==> config.mk <==
export PLATFORM = sky130hd
export DESIGN_NAME = spi_master_tx
export DESIGN_NICKNAME = d
export VERILOG_FILES = /design/src/rtl/spi_pkg.sv /design/src/rtl/spi_edge_timer.sv /design/src/rtl/spi_master_tx.sv
export SDC_FILE = /design/constraint.sdc
export NUM_CORES = 1
export LEC_CHECK = 0
export BUFFER_PORTS_ARGS = -buffer_cell sky130_fd_sc_hd__buf_2
export CAP_MARGIN = 20
export CORE_ASPECT_RATIO = 1.4
export CORE_MARGIN = 3
export CORE_UTILIZATION = 56
export CTS_CLUSTER_SIZE = 25
export DETAILED_ROUTE_END_ITERATION = 7
export HOLD_SLACK_MARGIN = 0.15
export PLACE_DENSITY = 0.86
export SLEW_MARGIN = 20
export SYNTH_ARGS = -nofsm -noshare
export SYNTH_HDL_FRONTEND = slang
export SYNTH_SLANG_ARGS = --single-unit
export TNS_END_PERCENT = 1
==> constraint.sdc <==
create_clock -name FPGA_clk -period 2.6 [get_ports FPGA_clk]
set_input_delay 0.52 -clock FPGA_clk [delete_from_list [all_inputs] [get_ports FPGA_clk]]
set_output_delay 0.52 -clock FPGA_clk [all_outputs]
set_load 0.01 [all_outputs]
==> src/rtl/spi_pkg.sv <==
`default_nettype none
// ============================================================================
//  Module      : spi_pkg
//  Description : Shared SPI definitions: FSM state encoding and default
//                frame width / SCLK divider used by master and slave.
//  Revision    : 1.0 - initial release
// ============================================================================
package spi_pkg;

    // Default frame width in bits
    localparam int c_SPI_DATA_W  = 4;
    // Default SCLK half-period in system clock cycles
    localparam int c_SPI_CLK_DIV = 2;
    // Phase timer width, wide enough for a divider of 255
    localparam int c_TIMER_W     = 8;

    // Frame sequencer states
    typedef enum logic [2:0] {
        IDLE  = 3'd0,
        LEAD  = 3'd1,
        HIGH  = 3'd2,
        LOW   = 3'd3,
        TRAIL = 3'd4,
        GAP   = 3'd5
    } spi_state_t;

endpackage
`default_nettype wire

==> src/rtl/spi_edge_timer.sv <==
`default_nettype none
// ============================================================================
//  Module      : spi_edge_timer
//  Description : Counts CLK_DIV system clock cycles per SPI phase and flags
//                the last cycle of each phase with phase_end.
//  Revision    : 1.0 - initial release
// ============================================================================
module spi_edge_timer
    import spi_pkg::*;
#(
    parameter int CLK_DIV = c_SPI_CLK_DIV
) (
    input  logic FPGA_clk,
    input  logic FPGA_reset,
    input  logic clear,
    output logic phase_end
);

    localparam logic [c_TIMER_W-1:0] c_LAST = c_TIMER_W'(CLK_DIV - 1);

    logic [c_TIMER_W-1:0] r_cnt;

    // Phase counter: restarts on clear or at the end of every phase
    always_ff @(posedge FPGA_clk or posedge FPGA_reset) begin
        if (FPGA_reset) begin
            r_cnt <= '0;
        end else if (clear || phase_end) begin
            r_cnt <= '0;
        end else begin
            r_cnt <= r_cnt + 1'b1;
        end
    end

    assign phase_end = (r_cnt == c_LAST);

endmodule
`default_nettype wire

==> src/rtl/spi_master_tx.sv <==
`default_nettype none
// ============================================================================
//  Module      : spi_master_tx
//  Description : SPI mode-0 master. Sends one DATA_W-bit word MSB first and
//                captures the word returned on MISO; all outputs registered.
//  Revision    : 1.0 - initial release
// ============================================================================
module spi_master_tx
    import spi_pkg::*;
#(
    parameter int DATA_W  = c_SPI_DATA_W,
    parameter int CLK_DIV = c_SPI_CLK_DIV
) (
    input  logic              FPGA_clk,
    input  logic              FPGA_reset,
    input  logic              start,
    input  logic [DATA_W-1:0] tx_data,
    output logic              busy,
    output logic              done,
    output logic [DATA_W-1:0] rx_data,
    output logic              spi_sclk,
    output logic              spi_mosi,
    output logic              spi_ss_n,
    input  logic              spi_miso
);

    localparam int                 c_BIT_W    = (DATA_W > 1) ? $clog2(DATA_W) : 1;
    localparam logic [c_BIT_W-1:0] c_LAST_BIT = c_BIT_W'(DATA_W - 1);

    spi_state_t          r_state;
    spi_state_t          w_state_next;

    logic                r_ss_n;
    logic                r_sclk;
    logic                r_busy;
    logic                r_done;
    logic [DATA_W-1:0]   r_rx_data;
    logic [DATA_W-1:0]   r_tx_shift;
    logic [DATA_W-1:0]   r_rx_shift;
    logic [c_BIT_W-1:0]  r_bit_cnt;

    logic                w_ss_n;
    logic                w_sclk;
    logic                w_busy;
    logic                w_done;
    logic [DATA_W-1:0]   w_rx_data;
    logic [DATA_W-1:0]   w_tx_shift;
    logic [DATA_W-1:0]   w_rx_shift;
    logic [c_BIT_W-1:0]  w_bit_cnt;

    logic                w_phase_end;
    logic                w_timer_clear;

    // The timer is held at zero while idle so LEAD always gets a full phase
    assign w_timer_clear = (r_state == IDLE);

    spi_edge_timer #(
        .CLK_DIV (CLK_DIV)
    ) u_edge_timer (
        .FPGA_clk   (FPGA_clk),
        .FPGA_reset (FPGA_reset),
        .clear      (w_timer_clear),
        .phase_end  (w_phase_end)
    );

    // State register
    always_ff @(posedge FPGA_clk or posedge FPGA_reset) begin
        if (FPGA_reset) begin
            r_state <= IDLE;
        end else begin
            r_state <= w_state_next;
        end
    end

    // Next-state and next-output decode; every output change is applied on
    // the same edge as the state transition that causes it
    always_comb begin
        w_state_next = r_state;
        w_ss_n       = r_ss_n;
        w_sclk       = r_sclk;
        w_busy       = r_busy;
        w_done       = 1'b0;
        w_rx_data    = r_rx_data;
        w_tx_shift   = r_tx_shift;
        w_rx_shift   = r_rx_shift;
        w_bit_cnt    = r_bit_cnt;

        case (r_state)
            IDLE: begin
                if (start) begin
                    w_state_next = LEAD;
                    w_tx_shift   = tx_data;
                    w_rx_shift   = '0;
                    w_bit_cnt    = '0;
                    w_ss_n       = 1'b0;
                    w_busy       = 1'b1;
                end
            end
            LEAD: begin
                if (w_phase_end) begin
                    w_state_next = HIGH;
                    w_sclk       = 1'b1;
                end
            end
            HIGH: begin
                if (w_phase_end) begin
                    w_state_next = LOW;
                    w_sclk       = 1'b0;
                    w_rx_shift   = {r_rx_shift[DATA_W-2:0], spi_miso};
                    // Last bit stays on MOSI through TRAIL
                    if (r_bit_cnt != c_LAST_BIT) begin
                        w_tx_shift = {r_tx_shift[DATA_W-2:0], 1'b0};
                    end
                end
            end
            LOW: begin
                if (w_phase_end) begin
                    if (r_bit_cnt == c_LAST_BIT) begin
                        w_state_next = TRAIL;
                    end else begin
                        w_state_next = HIGH;
                        w_sclk       = 1'b1;
                        w_bit_cnt    = r_bit_cnt + c_BIT_W'(1);
                    end
                end
            end
            TRAIL: begin
                if (w_phase_end) begin
                    w_state_next = GAP;
                    w_ss_n       = 1'b1;
                end
            end
            GAP: begin
                if (w_phase_end) begin
                    w_state_next = IDLE;
                    w_done       = 1'b1;
                    w_busy       = 1'b0;
                    w_rx_data    = r_rx_shift;
                    w_tx_shift   = '0;
                end
            end
            default: begin
                w_state_next = IDLE;
            end
        endcase
    end

    // Datapath and output registers
    always_ff @(posedge FPGA_clk or posedge FPGA_reset) begin
        if (FPGA_reset) begin
            r_ss_n     <= 1'b1;
            r_sclk     <= 1'b0;
            r_busy     <= 1'b0;
            r_done     <= 1'b0;
            r_rx_data  <= '0;
            r_tx_shift <= '0;
            r_rx_shift <= '0;
            r_bit_cnt  <= '0;
        end else begin
            r_ss_n     <= w_ss_n;
            r_sclk     <= w_sclk;
            r_busy     <= w_busy;
            r_done     <= w_done;
            r_rx_data  <= w_rx_data;
            r_tx_shift <= w_tx_shift;
            r_rx_shift <= w_rx_shift;
            r_bit_cnt  <= w_bit_cnt;
        end
    end

    assign spi_ss_n = r_ss_n;
    assign spi_sclk = r_sclk;
    assign spi_mosi = r_tx_shift[DATA_W-1];
    assign busy     = r_busy;
    assign done     = r_done;
    assign rx_data  = r_rx_data;

endmodule
`default_nettype wire

; Word-level counts from Yosys, hierarchy flattened
; Cells that the tools add are included.
[op_classes]
n_addsub = 2
n_eq_ne = 16
muxes = 32
n_reduce_logical = 16
[op_table]
columns = operator, count
row1 = 4-bit two-way mux, 6
row2 = 3-bit two-way mux, 7
row3 = 3-bit case mux with 6 select lines, 1
row4 = 4-bit case mux with 3 select lines, 1
row5 = 2-bit by 1-bit != test with 1-bit output (second input constant), 5
row6 = 5-bit AND reduction, 2
row7 = 3-bit AND reduction, 3
row8 = 8-bit by 1-bit adder with 8-bit output (second input constant), 1
row9 = 8-bit by 1-bit equality test with 1-bit output (second input constant), 1
row10 = 1-bit two-way mux, 8
row11 = 8-bit two-way mux, 1
row12 = 2-bit != test (second input constant), 4
row13 = 4-bit case mux with 2 select lines, 1
row14 = 2-bit nonzero test, 4
row15 = 3-bit by 2-bit equality test with 1-bit output (second input constant), 2
row16 = 3-bit equality test (second input constant), 2
row17 = 2-bit two-way mux, 3
row18 = 6-bit AND reduction, 1
row19 = 3-bit nonzero test, 2
row20 = 1-bit case mux with 2 select lines, 2
row21 = 2-bit case mux with 2 select lines, 1
row22 = 4-bit AND reduction, 1
row23 = 3-bit by 1-bit equality test with 1-bit output (second input constant), 1
row24 = 3-bit zero test, 1
row25 = other kinds (5), 5
[totals]
regBits = 29
in_bits = 8

; Longest topological paths before layout
[depth]
word_depth = 4
depth_mapped = 7

; By module
; Synthesis repeated with hierarchy kept, for this count alone.
[unflattened]
cells_unflattened = 141
area_unflattened_um2 = 1481.4
[by_module_without_submodules]
columns = mod, n_inst, cells_per_inst, area_per_inst_um2, seq_area_each_um2
row1 = spi_master_tx, 1, 101, 1069.8, 526.8
row2 = spi_edge_timer, 1, 40, 411.6, 200.2

; Worst setup path after synthesis
; Ideal clock, no wire load.
[synth_timing]
path_type = register to register
from = reg r_bit_cnt[0]
to = reg r_tx_shift[1]
setup_time_ps = 125
t_arrival_ps = 1848
slack_ps = 627
path_stages_with_launch = 6
path_buffers = 0
period_less_slack_ps = 1973
cell_sequence = dfrtp_1 ha_1 or4b_2 nand3b_1 o21a_1 mux2_2
[synth_between]
elab_chain_len = 3
[synth_lines]
columns = item, line_no
row1 = "start, declared", spi_master_tx.sv:40  ; logic [c_BIT_W-1:0] r_bit_cnt;
row2 = "start signal, assigned", spi_master_tx.sv:167  ; r_bit_cnt <= w_bit_cnt;
row3 = 2-bit != test, spi_master_tx.sv:111  ; if (r_bit_cnt != c_LAST_BIT) begin
row4 = 2-bit != test (no line), n/a
row5 = 5-bit AND reduction (no line), n/a
row6 = "end signal, assigned", spi_master_tx.sv:165  ; r_tx_shift <= w_tx_shift;
row7 = "end, declared", spi_master_tx.sv:38  ; logic [DATA_W-1:0] r_tx_shift;
; Every way passes these cells.
; A chain may end at the register's enable or synchronous reset.

; Worst setup path in the final report
[layout_timing]
from = reg u_edge_timer.r_cnt[1]
to = reg r_tx_shift[2]
[layout_between]
elab_chain_len = 3
elab_cells_between_ends = 4
cone_classes = eq/ne: 3 / reduce/logical: 1
[layout_lines]
columns = item, line_no
row1 = "start, declared", spi_edge_timer.sv:21  ; logic [c_TIMER_W-1:0] r_cnt;
row2 = "start signal, assigned", spi_edge_timer.sv:30  ; r_cnt <= r_cnt + 1'b1;
row3 = 8-bit by 1-bit equality test with 1-bit output (*), spi_edge_timer.sv:34  ; assign phase_end = (r_cnt == c_LAST);
row4 = 2-bit by 1-bit != test with 1-bit output (no line), n/a
row5 = 5-bit AND reduction (no line) (*), n/a
; Every way passes the cells marked *; elsewhere a longest branch is shown, timed or not.

==> metrics.txt <==
Slew Limit Headroom 0.6787; CTS clock-pin slew for the worst setup and hold paths 0.09 ns; H-tree depth 2; RSZ-0062 raised after global routing no; GP Congestion 0.7914; max cap viols 0; synthesis-to-finish area growth 10.31%; Pre-antenna DRT Iters 4; Synth Area per Inst 10.77 sq um; number of antenna violations at the first check in global routing 0; Die Y 65.85 um; Hold Path Class in2async; WP data arrival 2.32 ns; Starting Density 0.5927; Place WS 0.4912 ns; Vias 1,028; die footprint 0.003210 sq mm; crit path capture type flop; Rows 21; outcome finished, final reports clean; CTS Buffer Depth 2; Syn Nets 144; Layout Utilization 0.6537; post-CTS setup-driven buffer insertion count 0; Fin Hold WS 0.2357 ns; number of global-route vias before repair 1,051; minimum clock period 2.102 ns; Leakage 0.0007560 uW; PD cells 940.1 mW/mm^2; setup tns final 0 ns; register area share after synthesis 0.5074; WL per Instance 13.67 um; synthesized area 0.001433 sq mm; worst skew pair latency 0.32 ns; Total GRT Usage 0.1881; Yosys reg bits 29; Worst Tran Pin Value 0.4799 ns; TritonCTS clock tree built; DRC violations left 0; placed insts 178; Post-CTS Hold Buffers 0; PortBufs 16; DP HPWL 1840 um; critical path required time 2.81 ns; endpoints failing hold 0; FMAX 475.8 MHz; Clock Tree Root clkbuf_4; max-slew violations 0; Vias/cell 5.557; IO Count 17; synth unique cells 43; Crit Path Class reg2reg; Num CTS Buffers 5; final antenna-violating net count 0; post-CTS sizing 0; setup ws final 0.4985 ns; Max FO, Critical Path 12; fillers 210; clock skew 0.008537 ns; area occupied by multi-input gates 645.6 sq um; clock sink count 29; GR Overflow Total 0; Gate Count Post-Synth 133; Worst setup SP type flop; met3 GRT Util 0.05418; GRT met1 Usage 0.2030; GRT Max-Usage Layer met2; largest net degree at the start of global routing 30; Async SR Flop Fraction 1.000; IR drop worst, VDD 0.5548 mV; routed wire length 2529 um; initial drt markers 34; core area 0.002417 sq mm; yosys warns 0; crit share post-route 0.8083; share of layout cells above drive strength 1 0.2781; endpoints failing setup 0; Post-synth EDFFs 0; met2 Resource Use GR 0.3231; Storage cell area 726.9 sq um; # nets final 162; Main synth FF type dfrtp_1; Chip Width 48.75 um; first-pass GRT wire length 4533 um; fin cells 185; diode count 0
## metal layers
layer  wire length, um  part of all wire  up-vias
li1                  -                 -      514
met1              1049              0.41      487
met2              1309              0.52       19
met3                90             0.036        8
met4                80             0.032        0
met5                 0                 0        -
## cell usage in the layout, fill, tap and decap left out, types with 2 or more instances in the layout
cell and n:
and3_1 4, nand3_1 5, inv_1 6, a22o_1 3, xor2_1 4, dfrtp_1 28, o211ai_1 2, a31o_2 4
nand2_1 5, mux2_2 7, clkbuf_4 5, xnor2_1 2, ha_1 3, o21ai_0 8, a211oi_1 3, nor2_1 13
buf_2 16, a21oi_1 7
## worst paths after layout
check / from / end / slack (ns) / depth (start not counted)
min in group FPGA_clk: tx_data[0] / r_tx_shift[0] / 0.42 / 3
setup / recovery: u_edge_timer.r_cnt[1] / r_tx_shift[2] / 0.50 / 6
hold / removal: FPGA_reset / r_rx_shift[1] / 0.24 / 3
max in group asynchronous: FPGA_reset / spi_ss_n / 2.05 / 3
setup reg to reg: u_edge_timer.r_cnt[1] / r_tx_shift[2] / 0.50 / 6
hold reg to reg: rx_data[3] / rx_data[3] / 0.51 / 1
## flip-flops by register name, indices dropped and copies added, names as in the netlist
| register | flops |
|---|---|
| busy | 1 |
| r_rx_shift | 4 |
| spi_sclk | 1 |
| u_edge_timer.r_cnt | 8 |
| r_state | 3 |
| rx_data | 4 |
| done | 1 |
| spi_ss_n | 1 |
| r_tx_shift | 4 |
| r_bit_cnt | 2 |
## area by class of cell
cell class	count	share of cell area
well taps	34	0.02692
repair buffers	17	0.05542
flip-flops and latches	29	0.4600
multi-input cells	92	0.4085
inverters	6	0.01425
clock buffers	7	0.03484
## worst max-delay path: stages (launching register included)
cell,delay [ns]
dfrtp_1,0.41
inv_1,0.07
ha_1,0.14
or3b_2,0.52
nor2_4,0.25
o21a_1,0.25
mux2_2,0.35
## through the flow
step / power (uW) / cell area, sq um
5_1_grt: 1615 / 1580
3_5_place_dp: 1229 / 1525
4_1_cts: 1507 / 1580
3_3_place_gp: 1191 / 1525
6_report: 1486 / 1580
2_1_floorplan: 1109 / 1433
## cells in the mapped netlist (all sizes together), types with 2 or more instances
cell	number	area, sq um
a22o	3	26.28
inv	6	22.52
ha	3	37.54
a211oi	3	22.52
or4b	2	20.02
nand2	5	18.77
buf	5	33.78
dfrtp	28	700.7
o21ai	8	40.04
o211ai	2	15.01
and3	5	32.53
mux2	7	78.83
nor2	14	60.06
a31o	4	35.03
xor2	4	35.03
xnor2	2	17.52
a21oi	7	35.03
nand3	5	25.02
## power breakdown
group / switching (uW) / leakage, uW / internal, uW
clock: 141 / 0.0000314 / 127
sequential: 135 / 0.000366 / 583
combinational: 255 / 0.000359 / 244
## cell families (layout without fill, tap and decap cells)
family	after synthesis	count (layout)	synth area share
multiplexers	8	8	0.06201
buffers and inverters	12	30	0.04192
AO/OA/AOI/OAI	32	32	0.1528
AND/OR/NAND/NOR	43	43	0.1729
flip-flops	29	29	0.5074
XOR/XNOR	6	6	0.03668
adder cells (fa/ha/maj)	3	3	0.02620
(Power assumes the default switching activity.)
